$ cat config.mk
export PLATFORM = sky130hd
export DESIGN_NAME = writeback_unit
export DESIGN_NICKNAME = d
export VERILOG_FILES = /design/src/rtl/writeback_unit.sv
export SDC_FILE = /design/constraint.sdc
export NUM_CORES = 1
export LEC_CHECK = 0
export CORE_MARGIN = 2
export CORE_UTILIZATION = 44
export DETAILED_ROUTE_END_ITERATION = 10
export GPL_TIMING_DRIVEN = 0
export PLACE_DENSITY = 0.87
export SKIP_CTS_REPAIR_TIMING = 1
export SLEW_MARGIN = 40
export SYNTH_ARGS = -nofsm -noshare
export SYNTH_HDL_FRONTEND = slang
export SYNTH_SLANG_ARGS = --single-unit
$ cat constraint.sdc
create_clock -name clk -period 4 [get_ports clk]
set_input_delay 0.8 -clock clk [delete_from_list [all_inputs] [get_ports clk]]
set_output_delay 0.8 -clock clk [all_outputs]
set_load 0.02 [all_outputs]
$ cat src/rtl/writeback_unit.sv
// Commit stage after execute. It captures one execute result per ex_valid
// pulse and commits the register-file, SREG and PC updates in a single cycle.
// An optional handshaked data-memory write follows the commit cycle. wb_done
// pulses once the instruction has fully retired.
//
// state  | meaning
// -------+-------------------------------------------------------------
// IDLE   | waiting for ex_valid; captures all execute outputs on it
// COMMIT | one cycle: rf_we / sreg_we / pc_we strobes
// MEM    | mem_req held until mem_ack or timeout
// DONE   | one cycle: wb_done retire pulse
module writeback_unit #(
  parameter int WORD        = 16,
  parameter int RCODE       = 3,
  parameter int MEM_TIMEOUT = 15
) (
  input  logic             clk,
  input  logic             rst,
  input  logic             ex_valid,
  input  logic             reg_wb,
  input  logic [RCODE-1:0] reg_write_code,
  input  logic [WORD-1:0]  reg_write_val,
  input  logic             mem_wb,
  input  logic [WORD-1:0]  mem_write_addr,
  input  logic [WORD-1:0]  mem_write_val,
  input  logic             flag_update,
  input  logic [WORD-1:0]  SREG_out,
  input  logic             jump,
  input  logic             rjump,
  input  logic [WORD-1:0]  PC_jump_loc,
  input  logic [WORD-1:0]  PC_jump_inc,
  input  logic [WORD-1:0]  pc_cur,
  input  logic [1:0]       instr_len,
  output logic             rf_we,
  output logic [RCODE-1:0] rf_waddr,
  output logic [WORD-1:0]  rf_wdata,
  output logic             sreg_we,
  output logic [WORD-1:0]  sreg_q,
  output logic             pc_we,
  output logic [WORD-1:0]  pc_next,
  output logic             mem_req,
  output logic [WORD-1:0]  mem_addr,
  output logic [WORD-1:0]  mem_wdata,
  input  logic             mem_ack,
  output logic             wb_done,
  output logic             busy,
  output logic             mem_err,
  output logic             ovr_err
);

  typedef enum logic [1:0] {
    S_IDLE   = 2'd0,
    S_COMMIT = 2'd1,
    S_MEM    = 2'd2,
    S_DONE   = 2'd3
  } state_t;

  // Counter only needs to reach MEM_TIMEOUT-1; the last MEM cycle is the compare cycle.
  localparam int CW = (MEM_TIMEOUT < 2) ? 1 : $clog2(MEM_TIMEOUT);
  localparam logic [CW-1:0] CNT_LAST = CW'(MEM_TIMEOUT - 1);

  state_t           state_q, state_d;
  logic [CW-1:0]    cnt_q, cnt_d;
  logic             reg_wb_q, reg_wb_d;
  logic             flag_q, flag_d;
  logic             mem_wb_q, mem_wb_d;
  logic [RCODE-1:0] rf_waddr_q, rf_waddr_d;
  logic [WORD-1:0]  rf_wdata_q, rf_wdata_d;
  logic [WORD-1:0]  sreg_val_q, sreg_val_d;
  logic [WORD-1:0]  pc_next_q, pc_next_d;
  logic [WORD-1:0]  mem_addr_q, mem_addr_d;
  logic [WORD-1:0]  mem_wdata_q, mem_wdata_d;
  logic             mem_err_q, mem_err_d;
  logic             ovr_err_q, ovr_err_d;
  logic [WORD-1:0]  len_ext;
  logic [WORD-1:0]  pc_calc;

  // Next PC from the incoming result; instr_len 0 and 3 fall back to one word.
  always_comb begin
    len_ext = (instr_len == 2'd2) ? WORD'(2) : WORD'(1);
    if (jump)       pc_calc = PC_jump_loc;
    else if (rjump) pc_calc = pc_cur + PC_jump_inc;
    else            pc_calc = pc_cur + len_ext;
  end

  // Sequencer next-state, capture of execute results and error tracking.
  always_comb begin
    state_d     = state_q;
    cnt_d       = cnt_q;
    reg_wb_d    = reg_wb_q;
    flag_d      = flag_q;
    mem_wb_d    = mem_wb_q;
    rf_waddr_d  = rf_waddr_q;
    rf_wdata_d  = rf_wdata_q;
    sreg_val_d  = sreg_val_q;
    pc_next_d   = pc_next_q;
    mem_addr_d  = mem_addr_q;
    mem_wdata_d = mem_wdata_q;
    mem_err_d   = mem_err_q;
    ovr_err_d   = ovr_err_q;

    unique case (state_q)
      S_IDLE: begin
        if (ex_valid) begin
          reg_wb_d  = reg_wb;
          flag_d    = flag_update;
          mem_wb_d  = mem_wb;
          pc_next_d = pc_calc;
          // Buses only move when their write is actually performed.
          if (reg_wb) begin
            rf_waddr_d = reg_write_code;
            rf_wdata_d = reg_write_val;
          end
          if (flag_update) sreg_val_d = SREG_out;
          if (mem_wb) begin
            mem_addr_d  = mem_write_addr;
            mem_wdata_d = mem_write_val;
          end
          state_d = S_COMMIT;
        end
      end
      S_COMMIT: begin
        cnt_d   = '0;
        state_d = mem_wb_q ? S_MEM : S_DONE;
      end
      S_MEM: begin
        if (mem_ack) begin
          state_d = S_DONE;
        end else if (cnt_q == CNT_LAST) begin
          mem_err_d = 1'b1;
          state_d   = S_DONE;
        end else begin
          cnt_d = cnt_q + 1'b1;
        end
      end
      S_DONE: begin
        state_d = S_IDLE;
      end
      default: begin
        state_d = S_IDLE;
      end
    endcase

    // A result arriving while a previous one is still retiring is lost.
    if (ex_valid && (state_q != S_IDLE)) ovr_err_d = 1'b1;
  end

  // State and holding registers with synchronous reset.
  always_ff @(posedge clk) begin
    if (rst) begin
      state_q     <= S_IDLE;
      cnt_q       <= '0;
      reg_wb_q    <= 1'b0;
      flag_q      <= 1'b0;
      mem_wb_q    <= 1'b0;
      rf_waddr_q  <= '0;
      rf_wdata_q  <= '0;
      sreg_val_q  <= '0;
      pc_next_q   <= '0;
      mem_addr_q  <= '0;
      mem_wdata_q <= '0;
      mem_err_q   <= 1'b0;
      ovr_err_q   <= 1'b0;
    end else begin
      state_q     <= state_d;
      cnt_q       <= cnt_d;
      reg_wb_q    <= reg_wb_d;
      flag_q      <= flag_d;
      mem_wb_q    <= mem_wb_d;
      rf_waddr_q  <= rf_waddr_d;
      rf_wdata_q  <= rf_wdata_d;
      sreg_val_q  <= sreg_val_d;
      pc_next_q   <= pc_next_d;
      mem_addr_q  <= mem_addr_d;
      mem_wdata_q <= mem_wdata_d;
      mem_err_q   <= mem_err_d;
      ovr_err_q   <= ovr_err_d;
    end
  end

  assign rf_we     = (state_q == S_COMMIT) & reg_wb_q;
  assign sreg_we   = (state_q == S_COMMIT) & flag_q;
  assign pc_we     = (state_q == S_COMMIT);
  assign mem_req   = (state_q == S_MEM);
  assign wb_done   = (state_q == S_DONE);
  assign busy      = (state_q != S_IDLE);
  assign rf_waddr  = rf_waddr_q;
  assign rf_wdata  = rf_wdata_q;
  assign sreg_q    = sreg_val_q;
  assign pc_next   = pc_next_q;
  assign mem_addr  = mem_addr_q;
  assign mem_wdata = mem_wdata_q;
  assign mem_err   = mem_err_q;
  assign ovr_err   = ovr_err_q;

endmodule

-- Word-level counts from Yosys, hierarchy flattened
Index checks and enable logic that the tools add are counted.
- register bits after elaboration: 94
- word-level logic and storage cells: 50
- bits of input ports: 126
- eq/ne operators: 9
- reduce and logical (&&, ||, !) cells: 11
- bitwise logic cells: 3
- mux-type cells: 11
- add/sub/neg operators: 3
- operators with widths (cell ; count):
    two-way mux 16 bit ; 2
    adder 16 bit ; 1
    adder 16 x 2 -> 16 bit ; 1
    AND reduction 3 bit ; 5
    two-way mux 2 bit ; 4
    two-way mux 4 bit ; 2
    one-hot mux 2 bit (4 select lines) ; 1
    one-hot mux 4 bit (2 select lines) ; 1
    == test 2 bit (second input constant) ; 3
    != test 2 bit (second input constant) ; 3
    adder 4 x 1 -> 4 bit (second input constant) ; 1
    == test 4 bit (second input constant) ; 1
    AND reduction 2 bit ; 2
    nonzero test 2 bit ; 2
    != test 3 x 1 -> 1 bit (second input constant) ; 1
    AND 1 bit ; 2
    == test 2 x 1 -> 1 bit (second input constant) ; 1
    zero test 2 bit ; 1
    logical AND 1 bit ; 1
    two-way mux 1 bit ; 1
    NOT 1 bit ; 1

-- Logic depth before layout (Yosys ltp)
- word-level depth: 5
- gate-level depth with buffers: 10

-- Worst setup path after synthesis
No wires, ideal clock.
- path kind: input-to-reg
- start: input rjump
- end: register pc_next_q[14] (netlist: pc_next[14])
- library setup time: 119 ps
- setup slack: 1158 ps
- buffers on the path: 0
- stages on the path: 10
- arrival time: 2723 ps
- required time: 3881 ps
- cell sequence: nor3b_1 -> a21oi_1 -> ha_1 -> fa_1 -> a21oi_1 -> o22ai_1 -> o31a_1 -> a21oi_2 -> and4b_1 -> nor3_2
- word-level cells in the longest chain between the ends: 2
- RTL lines (item ; RTL line ; RTL):
    start, declared ; 29 ; input logic rjump,
    two-way mux 16 bit ; 82 ; else if (rjump) pc_calc = pc_cur + PC_jump_inc;
    two-way mux 16 bit ; 81 ; if (jump) pc_calc = PC_jump_loc;
    end signal, assigned ; 173 ; pc_next_q <= pc_next_d;
    end, declared ; 70 ; logic [WORD-1:0] pc_next_q, pc_next_d;
No other way between the ends.
A chain may end at the register's enable or synchronous reset.

-- Worst setup path in the final report
Same ends and word-level chain as after synthesis.

==> results.toml <==
[cts]
clockRootBuffer = "clkbuf_8"
clockBufferDepth = 2
h-tree-depth = 3
path_clk_slew_ps = 90
clock_latency_ps = 360
cts_tree = "built"
clock-sinks = 94
cts_made_buffers = 9

[floorplanning]
die_y_um = 104
rows = 36
die_area_um2 = 10800
initial_core_util = 0.450
die_w_um = 104
core_area_um2 = 9730
num_io_pins = 217

[setup_path]
cp_top_family = "compound AO/OA/AOI/OAI gates"
critPathLaunchType = "primary input"
crit_top_cell = "a21oi_1"
critPathRequiredTime_ps = 4260
cp_max_fo = 10
r2r-start = "state_q[1]$_SDFFE_PP0P_"
crit_path_cell_trace = "clkdlybuf4s50_1 > clkbuf_1 > a21oi_1 > ha_1 > fa_1 > a21oi_1 > o22ai_1 > o31a_1 > a21oi_2 > and4b_1 > nor3_2"
endpoint_kind = "flop"
critPathBufInv = 2
cp.arrival_ps = 3740
critPathSlowestCell = "clkdlybuf4s50_1"
slowest_delay_ps = 590
critPathLaunch = "rjump"
critical_path_class = "in -> reg"
timing.rr.end = "mem_wdata[3]$_SDFFE_PP0P_"
ff2ff_path_depth = 8
rrSetupSlack_ps = 1880

[yosys]
synthAdderAreaFrac = 0.0646
synth-xor-area-share = 0.0260
avgSynthCellArea_um2 = 7.84
ys_types = 47
synth_top_area_share = 0.430
yosys.area.top_type = "dfxtp_1"
synth_seq_cells = 94
syn_inst = 558
yosys.area_share.simple = 0.229
synth_top_family_by_area = "simple AND/OR/NAND/NOR gates"
synth_enable_flop_cells = 0
synthFlopType = "dfxtp_1"
synth_fp_nets = 706
synth_mux_area_frac = 0.00686
ys_seq_area_frac = 0.430
synth_compound_area_frac = 0.197
yosysWarnings = 0
synth.area.top_cells = "dfxtp_1, nand2_1, a21oi_1"
synth_area_um2 = 4380
synthArstFlopShare = 0

[status]
outcome = "finished, final reports clean"

[detailed_routing]
drt_iter0_markers = 242
num_vias = 4764
drt-pass1-iter-count = 7
postRouteAntennaNets = 0
viasPerCell = 5.17
drcViolationCount = 0
drt_wl_total_um = 13800
wl_per_cell_um = 15.0

[timing]
rsz0062_at_grt = "no"
slew_headroom = 0.593
min_period_ps = 3480
slew_viol_final = 0
setup_violations = 0
timing.setup.tns_ps = 0
finalCritPeriodShare = 0.871
hold_violations = 0
worst_slew_pin_slew_ps = 610
skew_ps = 10.3
clock.fmax_mhz = 287

[pwr]
total_power_uw = 3070
switchingPower_uw = 1150
sw_frac_of_total = 0.374
seqPwrFrac = 0.382
power.density_nw_per_um2 = 447
power_frac_comb = 0.429
power_leakage_uw = 0.00257
clkPwrFrac = 0.189
p_int_uw = 1920
peakVddDrop_mv = 0.195

[global_route]
grt_usage = 0.253
grt_pass1_wl_um = 22100
grt_pass1_vias = 4674
grt_max_degree = 17
gr-total-overflow = 0
antenna_found_initial = 0

[min_path]
min-delay-start = "mem_addr[7]$_SDFFE_PP0P_"
holdPathStages = 2
hold_path_class = "reg -> reg"
min_to = "mem_addr[7]$_SDFFE_PP0P_"

[cells_and_area]
syn2layout_area_growth_pct = 57.1
final_cell_mix = "clkdlybuf4s50_1, nand2_1, dfxtp_1"
layout_commonest_cell = "clkdlybuf4s50_1"
ff_latch_area_um2 = 1880
num_antenna_cells = 0
nNetsFinal = 932
fill_cells = 751
multi_input_area_um2 = 2290
final_cell_area_um2 = 6870
drive_above_1_share = 0.0444
fin_cells = 921

[placed_design]
place.gp.congestion = 0.946
dp.cells = 906
post-dp-hpwl_um = 11100
portBuffers = 215
place_area_um2 = 6690

[job]
cap_violations = 0
how the worst max path moves through the flow:
stage / endpoint / slack (ps) / depth (start not counted)
after floorplan: pc_next[14]$_SDFFE_PP0P_ / 1160 / 10
after global placement: pc_next[14]$_SDFFE_PP0P_ / 230 / 11
after detailed placement: pc_next[14]$_SDFFE_PP0P_ / 150 / 11
after CTS: pc_next[14]$_SDFFE_PP0P_ / 550 / 11
after global routing: pc_next[14]$_SDFFE_PP0P_ / 340 / 11
final: pc_next[14]$_SDFFE_PP0P_ / 520 / 11
tightest hold or removal path: cells and delay by family (launching register included):
family | cells | cell delay [ps]
flops | 1 | 320
compound gates | 1 | 50
simple gates | 1 | 50
cell families (layout without fill, tap and decap cells):
logic type      Yosys count  after routing
flops                    94             94
compound gates          146            146
simple gates            236            236
mux                       3              3
fa+ha+maj                22             22
buf+inv                  44            274
xor+xnor                 13             13
synthesized netlist by cell type (7+ instances only):
cell type	number
xnor2_1	8
nor3_1	7
nand3_1	10
a211oi_1	8
and2_1	17
ha_1	21
nor2_1	24
clkbuf_1	22
o21ai_0	10
a21oi_1	91
nand2_1	163
inv_1	11
o21ai_1	7
dfxtp_1	94
metal layers:
| metal | GRT usage | vias up | routed length (µm) |
|---|---|---|---|
| met5 | 0 | - | 0 |
| met4 | 0.105 | 0 | 388 |
| met2 | 0.467 | 226 | 6860 |
| met1 | 0.273 | 2169 | 5490 |
| li1 | - | 2337 | - |
| met3 | 0.0654 | 32 | 1050 |
flip-flops by register name, summed over array words and instances (netlist names):
name	flops
rf_waddr	3
pc_next	16
flag_q	1
mem_err	1
cnt_q	4
ovr_err	1
rf_wdata	16
mem_wb_q	1
state_q	2
mem_addr	16
reg_wb_q	1
sreg_q	16
mem_wdata	16
power by group through the flow:
stage                     combinational, µW  clock [µW]  sequential [µW]
after floorplan                         563           0             1340
after global placement                 1270           0             1180
after detailed placement               1310           0             1190
after CTS                              1320         593             1170
after global routing                   1420         628             1190
final                                  1320         581             1170
cell type report:
type,instances,area share
Multi-Input combinational cell,420,0.333
Timing Repair Buffer,215,0.313
Sequential cell,94,0.274
Tap cell,133,0.0242
Buffer,33,0.0237
Clock buffer,10,0.0200
Clock inverter,5,0.00619
Inverter,11,0.00601
stage by stage:
stage | worst slack [ps] | util | hold WS [ps]
2_1_floorplan | 1160 | - | 448
3_3_place_gp | 226 | 0.688 | 440
3_5_place_dp | 152 | 0.688 | 447
4_1_cts | 546 | 0.707 | 460
5_1_grt | 337 | 0.707 | 478
6_report | 516 | 0.707 | 458
Power figures use the tool's default switching activity.
